**config.mk**
```make
export PLATFORM = sky130hd
export DESIGN_NAME = pc_gen_flat
export DESIGN_NICKNAME = d
export VERILOG_FILES = /design/src/rtl/pc_pkg.sv /design/src/rtl/pc_gen_if.sv /design/src/rtl/pc_next_mux.sv /design/src/rtl/pc_gen.sv /design/src/flat_wrapper.sv
export SDC_FILE = /design/constraint.sdc
export NUM_CORES = 1
export LEC_CHECK = 0
export ABC_CLOCK_PERIOD_IN_PS = 3600
export CELL_PAD_IN_SITES_DETAIL_PLACEMENT = 1
export CELL_PAD_IN_SITES_GLOBAL_PLACEMENT = 1
export CORE_ASPECT_RATIO = 1.4
export CORE_UTILIZATION = 37
export DETAILED_ROUTE_END_ITERATION = 10
export PLACE_DENSITY_LB_ADDON = 0.3
export SYNTH_ARGS = -nofsm -noshare
export SYNTH_HDL_FRONTEND = slang
export SYNTH_SLANG_ARGS = --single-unit
```
**constraint.sdc**
```tcl
create_clock -name clk -period 3.6 [get_ports clk]
set_clock_uncertainty 0.2 [all_clocks]
set_input_delay 0.72 -clock clk [delete_from_list [all_inputs] [get_ports clk]]
set_output_delay 0.72 -clock clk [all_outputs]
set_load 0.05 [all_outputs]
```
**src/rtl/pc_pkg.sv**
```systemverilog
// Shared types and default vectors for the fetch-stage program-counter generator.
package pc_pkg;

  localparam logic [31:0] DEF_RESET_VEC = 32'h0000_3000;
  localparam logic [31:0] DEF_EXC_VEC   = 32'h0000_4180;

  typedef enum logic [1:0] {
    BOOT    = 2'd0,
    RUN     = 2'd1,
    HANDLER = 2'd2
  } state_e;

  typedef enum logic [2:0] {
    EXC  = 3'd0,
    ERET = 3'd1,
    JMP  = 3'd2,
    BR   = 3'd3,
    SEQ  = 3'd4,
    HOLD = 3'd5
  } next_sel_e;

endpackage

```
**src/rtl/pc_gen_if.sv**
```systemverilog
// Control-side request lines and fetch-port outputs of pc_gen; master is the PC generator itself.
interface pc_gen_if #(
    parameter int WIDTH = 32
);
    logic             pcwr;
    logic             br_taken;
    logic [WIDTH-1:0] br_target;
    logic             jmp;
    logic [WIDTH-1:0] jmp_target;
    logic             exc_req;
    logic             eret;
    logic             fetch_ready;
    logic [WIDTH-1:0] pc;
    logic             fetch_valid;
    logic [WIDTH-1:0] epc;
    logic             in_exc;
    logic             misalign;

    modport master (
        input  pcwr, br_taken, br_target, jmp, jmp_target, exc_req, eret, fetch_ready,
        output pc, fetch_valid, epc, in_exc, misalign
    );

    modport slave (
        output pcwr, br_taken, br_target, jmp, jmp_target, exc_req, eret, fetch_ready,
        input  pc, fetch_valid, epc, in_exc, misalign
    );
endinterface

```
**src/rtl/pc_next_mux.sv**
```systemverilog
// Priority select of the next PC (exception > eret > jump > branch > sequential > hold)
// plus the alignment check on the chosen redirect target.
module pc_next_mux
  import pc_pkg::*;
#(
    parameter int               WIDTH   = 32,
    parameter logic [WIDTH-1:0] EXC_VEC = WIDTH'(DEF_EXC_VEC),
    parameter int               STEP    = 4
) (
    input  state_e           state,
    input  logic [WIDTH-1:0] pc,
    input  logic [WIDTH-1:0] epc,
    input  logic             br_taken,
    input  logic [WIDTH-1:0] br_target,
    input  logic             jmp,
    input  logic [WIDTH-1:0] jmp_target,
    input  logic             exc_req,
    input  logic             eret,
    input  logic             fetch_ready,
    output next_sel_e        sel,
    output logic [WIDTH-1:0] next_pc,
    output logic [WIDTH-1:0] target,
    output logic             misalign
);
    localparam logic [WIDTH-1:0] ALIGN_MASK = WIDTH'(STEP - 1);

    logic bad_target;

    assign target     = jmp ? jmp_target : br_target;
    assign bad_target = |(target & ALIGN_MASK);

    // NOTE: every output gets a default before the if-chain so no path leaves one unassigned (no latch).
    always_comb begin
        sel      = HOLD;
        next_pc  = pc;
        misalign = 1'b0;
        if (exc_req && state == RUN) begin
            sel     = EXC;
            next_pc = EXC_VEC;
        end else if (eret && state == HANDLER) begin
            sel     = ERET;
            next_pc = epc;
        end else if (jmp || br_taken) begin
            sel      = jmp ? JMP : BR;
            misalign = bad_target;
            // A bad target traps from RUN; inside the handler it is simply dropped.
            if (!bad_target)       next_pc = target;
            else if (state == RUN) next_pc = EXC_VEC;
        end else if (fetch_ready) begin
            sel     = SEQ;
            next_pc = pc + WIDTH'(STEP);
        end
    end
endmodule

```
**src/rtl/pc_gen.sv**
```systemverilog
// Fetch-stage PC generator: BOOT/RUN/HANDLER state, PC and EPC registers, misalign pulse.
module pc_gen
  import pc_pkg::*;
#(
    parameter int               WIDTH     = 32,
    parameter logic [WIDTH-1:0] RESET_VEC = WIDTH'(DEF_RESET_VEC),
    parameter logic [WIDTH-1:0] EXC_VEC   = WIDTH'(DEF_EXC_VEC),
    parameter int               STEP      = 4
) (
    input logic       clk,
    input logic       rst,
    pc_gen_if.master  bus
);
    state_e           state_q, state_d;
    logic [WIDTH-1:0] pc_q, pc_d;
    logic [WIDTH-1:0] epc_q, epc_d;
    logic             misalign_q, misalign_d;

    next_sel_e        sel;
    logic [WIDTH-1:0] nxt_pc;
    logic [WIDTH-1:0] target;
    logic             bad;

    pc_next_mux #(
        .WIDTH   (WIDTH),
        .EXC_VEC (EXC_VEC),
        .STEP    (STEP)
    ) u_mux (
        .state       (state_q),
        .pc          (pc_q),
        .epc         (epc_q),
        .br_taken    (bus.br_taken),
        .br_target   (bus.br_target),
        .jmp         (bus.jmp),
        .jmp_target  (bus.jmp_target),
        .exc_req     (bus.exc_req),
        .eret        (bus.eret),
        .fetch_ready (bus.fetch_ready),
        .sel         (sel),
        .next_pc     (nxt_pc),
        .target      (target),
        .misalign    (bad)
    );

    always_comb begin
        state_d    = state_q;
        pc_d       = pc_q;
        epc_d      = epc_q;
        misalign_d = 1'b0;
        if (state_q == BOOT) begin
            state_d = RUN;
        end else if (bus.pcwr) begin
            pc_d = nxt_pc;
            case (sel)
                EXC: begin
                    epc_d   = pc_q;
                    state_d = HANDLER;
                end
                ERET: state_d = RUN;
                JMP, BR: begin
                    misalign_d = bad;
                    if (bad && state_q == RUN) begin
                        epc_d   = target;
                        state_d = HANDLER;
                    end
                end
                default: ;
            endcase
        end
    end

    // NOTE: sequential state uses non-blocking assignments so every flop samples pre-edge values.
    always_ff @(posedge clk or posedge rst) begin
        if (rst) begin
            state_q    <= BOOT;
            pc_q       <= RESET_VEC;
            epc_q      <= '0;
            misalign_q <= 1'b0;
        end else begin
            state_q    <= state_d;
            pc_q       <= pc_d;
            epc_q      <= epc_d;
            misalign_q <= misalign_d;
        end
    end

    assign bus.pc          = pc_q;
    assign bus.epc         = epc_q;
    assign bus.misalign    = misalign_q;
    assign bus.fetch_valid = (state_q != BOOT);
    assign bus.in_exc      = (state_q == HANDLER);
endmodule

```
**src/flat_wrapper.sv**
```systemverilog
// flat-port wrapper written by rule: the top's interface ports become plain ports
module pc_gen_flat import pc_pkg::*;
#(
    parameter int               WIDTH     = 32,
    parameter logic [WIDTH-1:0] RESET_VEC = WIDTH'(DEF_RESET_VEC),
    parameter logic [WIDTH-1:0] EXC_VEC   = WIDTH'(DEF_EXC_VEC),
    parameter int               STEP      = 4
)
  (clk, rst, bus_pcwr, bus_br_taken, bus_br_target, bus_jmp, bus_jmp_target, bus_exc_req, bus_eret, bus_fetch_ready, bus_pc, bus_fetch_valid, bus_epc, bus_in_exc, bus_misalign);
  pc_gen_if #(.WIDTH(WIDTH)) bus_i ();
  input logic clk;
  input logic rst;
  input wire logic [$bits(bus_i.pcwr)-1:0] bus_pcwr;
  input wire logic [$bits(bus_i.br_taken)-1:0] bus_br_taken;
  input wire logic [$bits(bus_i.br_target)-1:0] bus_br_target;
  input wire logic [$bits(bus_i.jmp)-1:0] bus_jmp;
  input wire logic [$bits(bus_i.jmp_target)-1:0] bus_jmp_target;
  input wire logic [$bits(bus_i.exc_req)-1:0] bus_exc_req;
  input wire logic [$bits(bus_i.eret)-1:0] bus_eret;
  input wire logic [$bits(bus_i.fetch_ready)-1:0] bus_fetch_ready;
  output wire logic [$bits(bus_i.pc)-1:0] bus_pc;
  output wire logic [$bits(bus_i.fetch_valid)-1:0] bus_fetch_valid;
  output wire logic [$bits(bus_i.epc)-1:0] bus_epc;
  output wire logic [$bits(bus_i.in_exc)-1:0] bus_in_exc;
  output wire logic [$bits(bus_i.misalign)-1:0] bus_misalign;
  assign bus_i.pcwr = bus_pcwr;
  assign bus_i.br_taken = bus_br_taken;
  assign bus_i.br_target = bus_br_target;
  assign bus_i.jmp = bus_jmp;
  assign bus_i.jmp_target = bus_jmp_target;
  assign bus_i.exc_req = bus_exc_req;
  assign bus_i.eret = bus_eret;
  assign bus_i.fetch_ready = bus_fetch_ready;
  assign bus_pc = bus_i.pc;
  assign bus_fetch_valid = bus_i.fetch_valid;
  assign bus_epc = bus_i.epc;
  assign bus_in_exc = bus_i.in_exc;
  assign bus_misalign = bus_i.misalign;
  pc_gen #(.WIDTH(WIDTH), .RESET_VEC(RESET_VEC), .EXC_VEC(EXC_VEC), .STEP(STEP)) u_core (.clk(clk), .rst(rst), .bus(bus_i));
endmodule
```
==> flow_summary.json, run 1 <==
{
  "setup_tns_ns": 0,
  "cts_sinks": 67,
  "syn_nets": 598,
  "setup_ws_ns": 0.604,
  "syn_to_final_growth_pct": 40.4,
  "synth-simple-area-share_pct": 20.1,
  "core_area_um2": 11400,
  "syn-cell-area_um2": 4350,
  "grt_pass1_vias": 5045,
  "cp-start-kind": "primary input",
  "ctsRootBufferMaster": "clkbuf_16",
  "hold_class": "reg2reg",
  "dp_hpwl_um": 11900,
  "status": "complete, no violations",
  "first_iter_violations": 252,
  "wirelength_um": 16200,
  "cp_data_arrival_time_ns": 3.00,
  "fp-row-count": 46,
  "grt_max_degree": 41,
  "yosys_warnings": 0,
  "grtUsageTotal_pct": 27.3,
  "setup.worst_path.class": "in2reg",
  "synth_ff_type": "dfrtp_1",
  "num_io_pins": 139,
  "finalCritPeriodShare_pct": 83.2,
  "grt_pass1_wl_um": 25600,
  "layout-drive-gt1-share_pct": 8.40,
  "antenna_found_initial": 0,
  "postSynthCellCount": 525,
  "syn_avg_cell_area_um2": 8.28,
  "m1WireLength_um": 6080,
  "cap_viol_max_count": 0,
  "dieArea_um2": 12200,
  "vias": 4753,
  "worst_slew_pin_slew_ns": 0.675,
  "max_stage_delay_ns": 0.51,
  "diodes": 0,
  "async_reset_ff_share_pct": 100,
  "grt_setup_unrepaired": "no",
  "wl_met3_um": 738,
  "synthXorXnorAreaFrac_pct": 1.21,
  "htree_levels": 3,
  "synth_seq_cells": 67,
  "initial_core_util_pct": 38.2,
  "p_leak_uw": 0.00249,
  "final_cell_mix": "clkdlybuf4s50_1 (137), nand2_1 (80), dfrtp_1 (65), a21oi_1 (56), nor2_1 (44)",
  "cts_setup_buffers": 0,
  "slew_violations": 0,
  "synth_fa_ha_area_share_pct": 0.288,
  "relSlewSlack_pct": 55.0,
  "setup_viol": 0,
  "cts_buffers": 9,
  "path_cells": "clkdlybuf4s50_1, and3b_1, a211o_2, buf_4, nor3_1, a221oi_1, o2bb2ai_1",
  "synth-edff-count": 0,
  "io_buffers": 138,
  "ir_worst_vdd_uv": 459,
  "dp_slack_ns": 0.316,
  "nets": 723,
  "yosysSeqAreaShare_pct": 38.6,
  "layout_commonest_cell": "clkdlybuf4s50_1",
  "ant_nets": 0,
  "gp_routability_congestion": 0.826,
  "hold_viol_final": 0,
  "final_util_pct": 53.6,
  "design_area_um2": 6100,
  "clk_latency_ns": 0.34,
  "grt-ovfl-total": 0,
  "clk_pin_slew_worst_paths_ns": 0.06,
  "synth_compound_gate_area_share_pct": 24.5,
  "cts_resized": 0,
  "via_per_inst": 5.95,
  "dr.pass1.iters": 5,
  "end_kind": "flip-flop",
  "fillers": 1373,
  "fmax_mhz": 334,
  "reg2reg_slack_ns": 0.90,
  "cts_buffer_depth": 2,
  "fin_crit_ns": 3.00,
  "postPlaceCellArea_um2": 5830,
  "cts_hold_buf": 0,
  "fp.dieW_um": 93.6,
  "crit_slowest_cell": "clkdlybuf4s50_1",
  "cts_tree": "done",
  "synth_cell_types": 53,
  "p_per_area_nw_per_um2": 901,
  "crit_required_ns": 3.60,
  "wl_met2_um": 8850,
  "highest_layer": "met4",
  "wire_per_inst_um": 20.3,
  "synth_top_family_by_area": "compound AO/OA/AOI/OAI gates",
  "cp_max_fo": 38,
  "drc": 0,
  "die_h_um": 130,
  "synth_mux_area_share_pct": 9.70
}
-- area by class of cell --
class                           count  area [µm²]  area share, %
Multi-Input combinational cell    413        2430           39.8
Sequential cell                    67        1680           27.5
Timing Repair Buffer              154        1520           24.9
Clock buffer                       14         264           4.32
Tap cell                          144         180           2.95
Inverter                            5        18.8          0.307
Clock inverter                      2        10.0          0.164
-- worst max-delay path: cells and delay by family --
kind                   cells  cell delay, ns
AO/OA/AOI/OAI              3            0.88
AND/OR/NAND/NOR            2            0.36
buffers and inverters      2            1.01
-- routing by layer --
layer / track usage (%) / vias up
met5: 0 / -
met4: 14.1 / 0
met3: 4.60 / 37
met2: 50.4 / 172
met1: 29.8 / 2380
li1: - / 2164
-- sequential cells by signal, summed over array words and instances, names as in the netlist --
signal and count:
u_core.bus.epc 32, u_core.bus.pc 32, u_core.state_q 2, u_core.bus.misalign 1
-- worst paths after layout --
path	depth (start not counted)	start	end
worst max-delay path	7	bus_eret	u_core.bus.pc[22]
worst min-delay path	2	u_core.bus.pc[1]	u_core.bus.pc[1]
worst max register to register	6	u_core.state_q[1]	u_core.bus.pc[22]
worst min register to register	2	u_core.bus.pc[1]	u_core.bus.pc[1]
max in group asynchronous	3	rst	u_core.bus.pc[12]
min in group asynchronous	2	rst	u_core.bus.epc[29]
-- cells in the mapped netlist (all sizes together), types with 2 or more instances --
library cell,number,area [µm²]
a211oi,4,30.0
a21o,4,31.3
a21oi,59,303
a221o,3,30.0
a221oi,8,70.1
a222oi,2,20.0
a31oi,10,62.6
and2,2,12.5
and3,2,12.5
and4,2,17.5
buf,25,169
clkbuf,15,56.3
dfrtp,65,1630
dfstp,2,52.6
inv,5,18.8
mux2,9,101
mux2i,32,320
nand2,80,300
nand3,21,105
nand4,11,90.1
nor2,46,178
nor2b,2,12.5
nor3,13,65.1
nor4,2,27.5
o211ai,10,75.1
o21a,2,15.0
o21ai,58,290
o22ai,8,50.1
o311ai,4,35.0
or2,3,18.8
xnor2,3,26.3
xor2,3,26.3
-- power by group --
group	leakage, µW	switching (µW)	internal, µW
logic	0.00152	2060	1040
registers	0.000831	470	1090
clock network	0.000137	332	502
total	0.00249	2870	2640
-- cell families (layout without fill, tap and decap cells) --
logic type | count (synthesis) | in the layout
and+or+nand+nor | 187 | 187
DFF | 67 | 67
adders and majority gates | 1 | 1
AOI/OAI and AO/OA | 178 | 178
xor gates and xnor gates | 6 | 6
muxes | 41 | 41
buffers and inverters | 45 | 175
-- per-stage QoR --
| step | total power, µW | hold slack [ns] | cells |
|---|---|---|---|
| after floorplan | 3540 | 0.350 | 525 |
| after global placement | 4560 | 0.294 | 783 |
| after detailed placement | 4670 | 0.305 | 783 |
| after CTS | 5520 | 0.315 | 799 |
| after global routing | 5770 | 0.346 | 799 |
| final | 5500 | 0.313 | 799 |
No activity file was read; power rests on OpenSTA's default activity.
==> run 2: changes to the inputs <==
--- a/config.mk
+++ b/config.mk
@@ -5,11 +5,11 @@
 export SDC_FILE = /design/constraint.sdc
 export NUM_CORES = 1
 export LEC_CHECK = 0
-export ABC_CLOCK_PERIOD_IN_PS = 3600
+export ABC_CLOCK_PERIOD_IN_PS = 3140
 export CELL_PAD_IN_SITES_DETAIL_PLACEMENT = 1
 export CELL_PAD_IN_SITES_GLOBAL_PLACEMENT = 1
 export CORE_ASPECT_RATIO = 1.4
-export CORE_UTILIZATION = 37
+export CORE_UTILIZATION = 34
 export DETAILED_ROUTE_END_ITERATION = 10
 export PLACE_DENSITY_LB_ADDON = 0.3
 export SYNTH_ARGS = -nofsm -noshare
==> constraint.sdc (replaced) <==
create_clock -name clk -period 3.14 [get_ports clk]
set_clock_uncertainty 0.2 [all_clocks]
set_input_delay 0.628 -clock clk [delete_from_list [all_inputs] [get_ports clk]]
set_output_delay 0.628 -clock clk [all_outputs]
set_load 0.05 [all_outputs]
==> flow_summary.json, run 2 (synthesis gave the netlist of run 1 again) <==
{
  "finalCritPeriodShare_pct": 87.6,
  "relSlewSlack_pct": 63.7,
  "place_inst": 794,
  "diodes": 0,
  "antenna_found_initial": 0,
  "worst_slew_pin_slew_ns": 0.542,
  "slew_violations": 0,
  "end_kind": "output pin",
  "drc": 0,
  "num_io_pins": 139,
  "layout-drive-gt1-share_pct": 9.24,
  "instances_no_fill": 810,
  "clk_latency_ns": 0.34,
  "layout_commonest_cell": "clkdlybuf4s50_1",
  "top_usage_layer": "met2",
  "cts_resized": 0,
  "grt_max_degree": 49,
  "cp_max_fo": 8,
  "p_leak_uw": 0.00253,
  "gr-usage-met3_pct": 3.65,
  "fmax_mhz": 364,
  "ant_nets": 0,
  "initial_core_util_pct": 35.2,
  "cap_viol_max_count": 0,
  "syn_to_final_growth_pct": 42.1,
  "setup.worst_path.class": "reg2out",
  "cp-start-kind": "flip-flop",
  "fp-row-count": 48,
  "cts_sinks": 67,
  "cts_buffers": 9,
  "cts_buffer_depth": 2,
  "via_per_inst": 5.83,
  "path_cells": "nor2b_1, clkdlybuf4s50_1",
  "ctsRootBufferMaster": "clkbuf_16",
  "dp_hpwl_um": 11700,
  "setup_viol": 0,
  "setup_tns_ns": 0,
  "core_area_um2": 12400,
  "wirelength_um": 16200,
  "die_h_um": 136,
  "p_per_area_nw_per_um2": 1030,
  "fillers": 1467,
  "fin_crit_ns": 2.75,
  "io_buffers": 138,
  "vias": 4726,
  "crit_slowest_cell": "clkdlybuf4s50_1",
  "hold_viol_final": 0,
  "max_stage_delay_ns": 0.87,
  "gp_routability_congestion": 0.868,
  "first_iter_violations": 240,
  "grt_pass1_vias": 5096,
  "dieArea_um2": 13300,
  "hold_class": "reg2reg",
  "grtUsageTotal_pct": 25.0,
  "cts_tree": "done",
  "htree_levels": 3,
  "dr.pass1.iters": 5,
  "cp_data_arrival_time_ns": 1.92,
  "crit_required_ns": 2.31,
  "grt_setup_unrepaired": "no",
  "nets": 728,
  "grt_pass1_wl_um": 26100,
  "cts_hold_buf": 0,
  "cts_setup_buffers": 0,
  "use_met1_pct": 27.7,
  "final_cell_mix": "clkdlybuf4s50_1 (137), nand2_1 (80), dfrtp_1 (65), a21oi_1 (56), nor2_1 (44)",
  "wire_per_inst_um": 20.0,
  "clk_pin_slew_worst_paths_ns": 0.05,
  "grt-ovfl-total": 0,
  "grtUsageMet2_pct": 46.9,
  "ir_worst_vdd_uv": 513,
  "status": "complete, no violations",
  "fp.dieW_um": 97.6
}
-- run 2: per-stage QoR --
step	util [%]	area, µm²	hold slack, ns	power, µW	worst slack (ns)
final	50.0	6180	0.304	6390	0.390
after detailed placement	47.6	5890	0.295	5390	0.242
after global placement	47.6	5890	0.279	5270	0.327
after floorplan	-	4350	0.350	4060	0.632
after global routing	50.0	6180	0.352	6700	0.317
after CTS	50.0	6180	0.307	6420	0.399
-- run 2: layout make-up --
class | count | area, µm² | share of cell area, %
clock buffer | 15 | 288 | 4.66
clock inverter | 1 | 5.00 | 0.0810
inverter | 5 | 18.8 | 0.304
multi-input combinational | 413 | 2430 | 39.3
sequential | 67 | 1680 | 27.2
tap | 150 | 188 | 3.04
timing repair buffer | 159 | 1570 | 25.4
-- run 2: path summary, 6_finish.rpt --
kind                                   start                end  slack (ns)  cells past startpoint
min reg2reg                 u_core.bus.pc[1]   u_core.bus.pc[1]        0.30                      2
min in group asynchronous                rst  u_core.bus.epc[4]        0.44                      2
max                        u_core.state_q[1]         bus_in_exc        0.39                      2
max in group asynchronous                rst  u_core.bus.pc[12]        1.60                      3
min                         u_core.bus.pc[1]   u_core.bus.pc[1]        0.30                      2
max reg2reg                 u_core.bus.pc[2]  u_core.bus.pc[30]        0.78                      6
-- run 2: power breakdown --
part           total (µW)  internal, µW  switching, µW
Clock                1000           621            382
Combinational        3600          1220           2370
Sequential           1790          1250            540
Total                6390          3090           3290
-- run 2: metal layers --
metal / vias to the layer above / share of wire (%)
met5: - / 0
met4: 0 / 2.6
met3: 29 / 4.8
met2: 164 / 54
met1: 2348 / 38
li1: 2185 / -
-- run 2: worst max-delay path: cells and delay by family (launching register included) --
kind,cells,cell delay [ns]
buffers and inverters,1,0.87
flip-flops,1,0.46
AND/OR/NAND/NOR,1,0.25
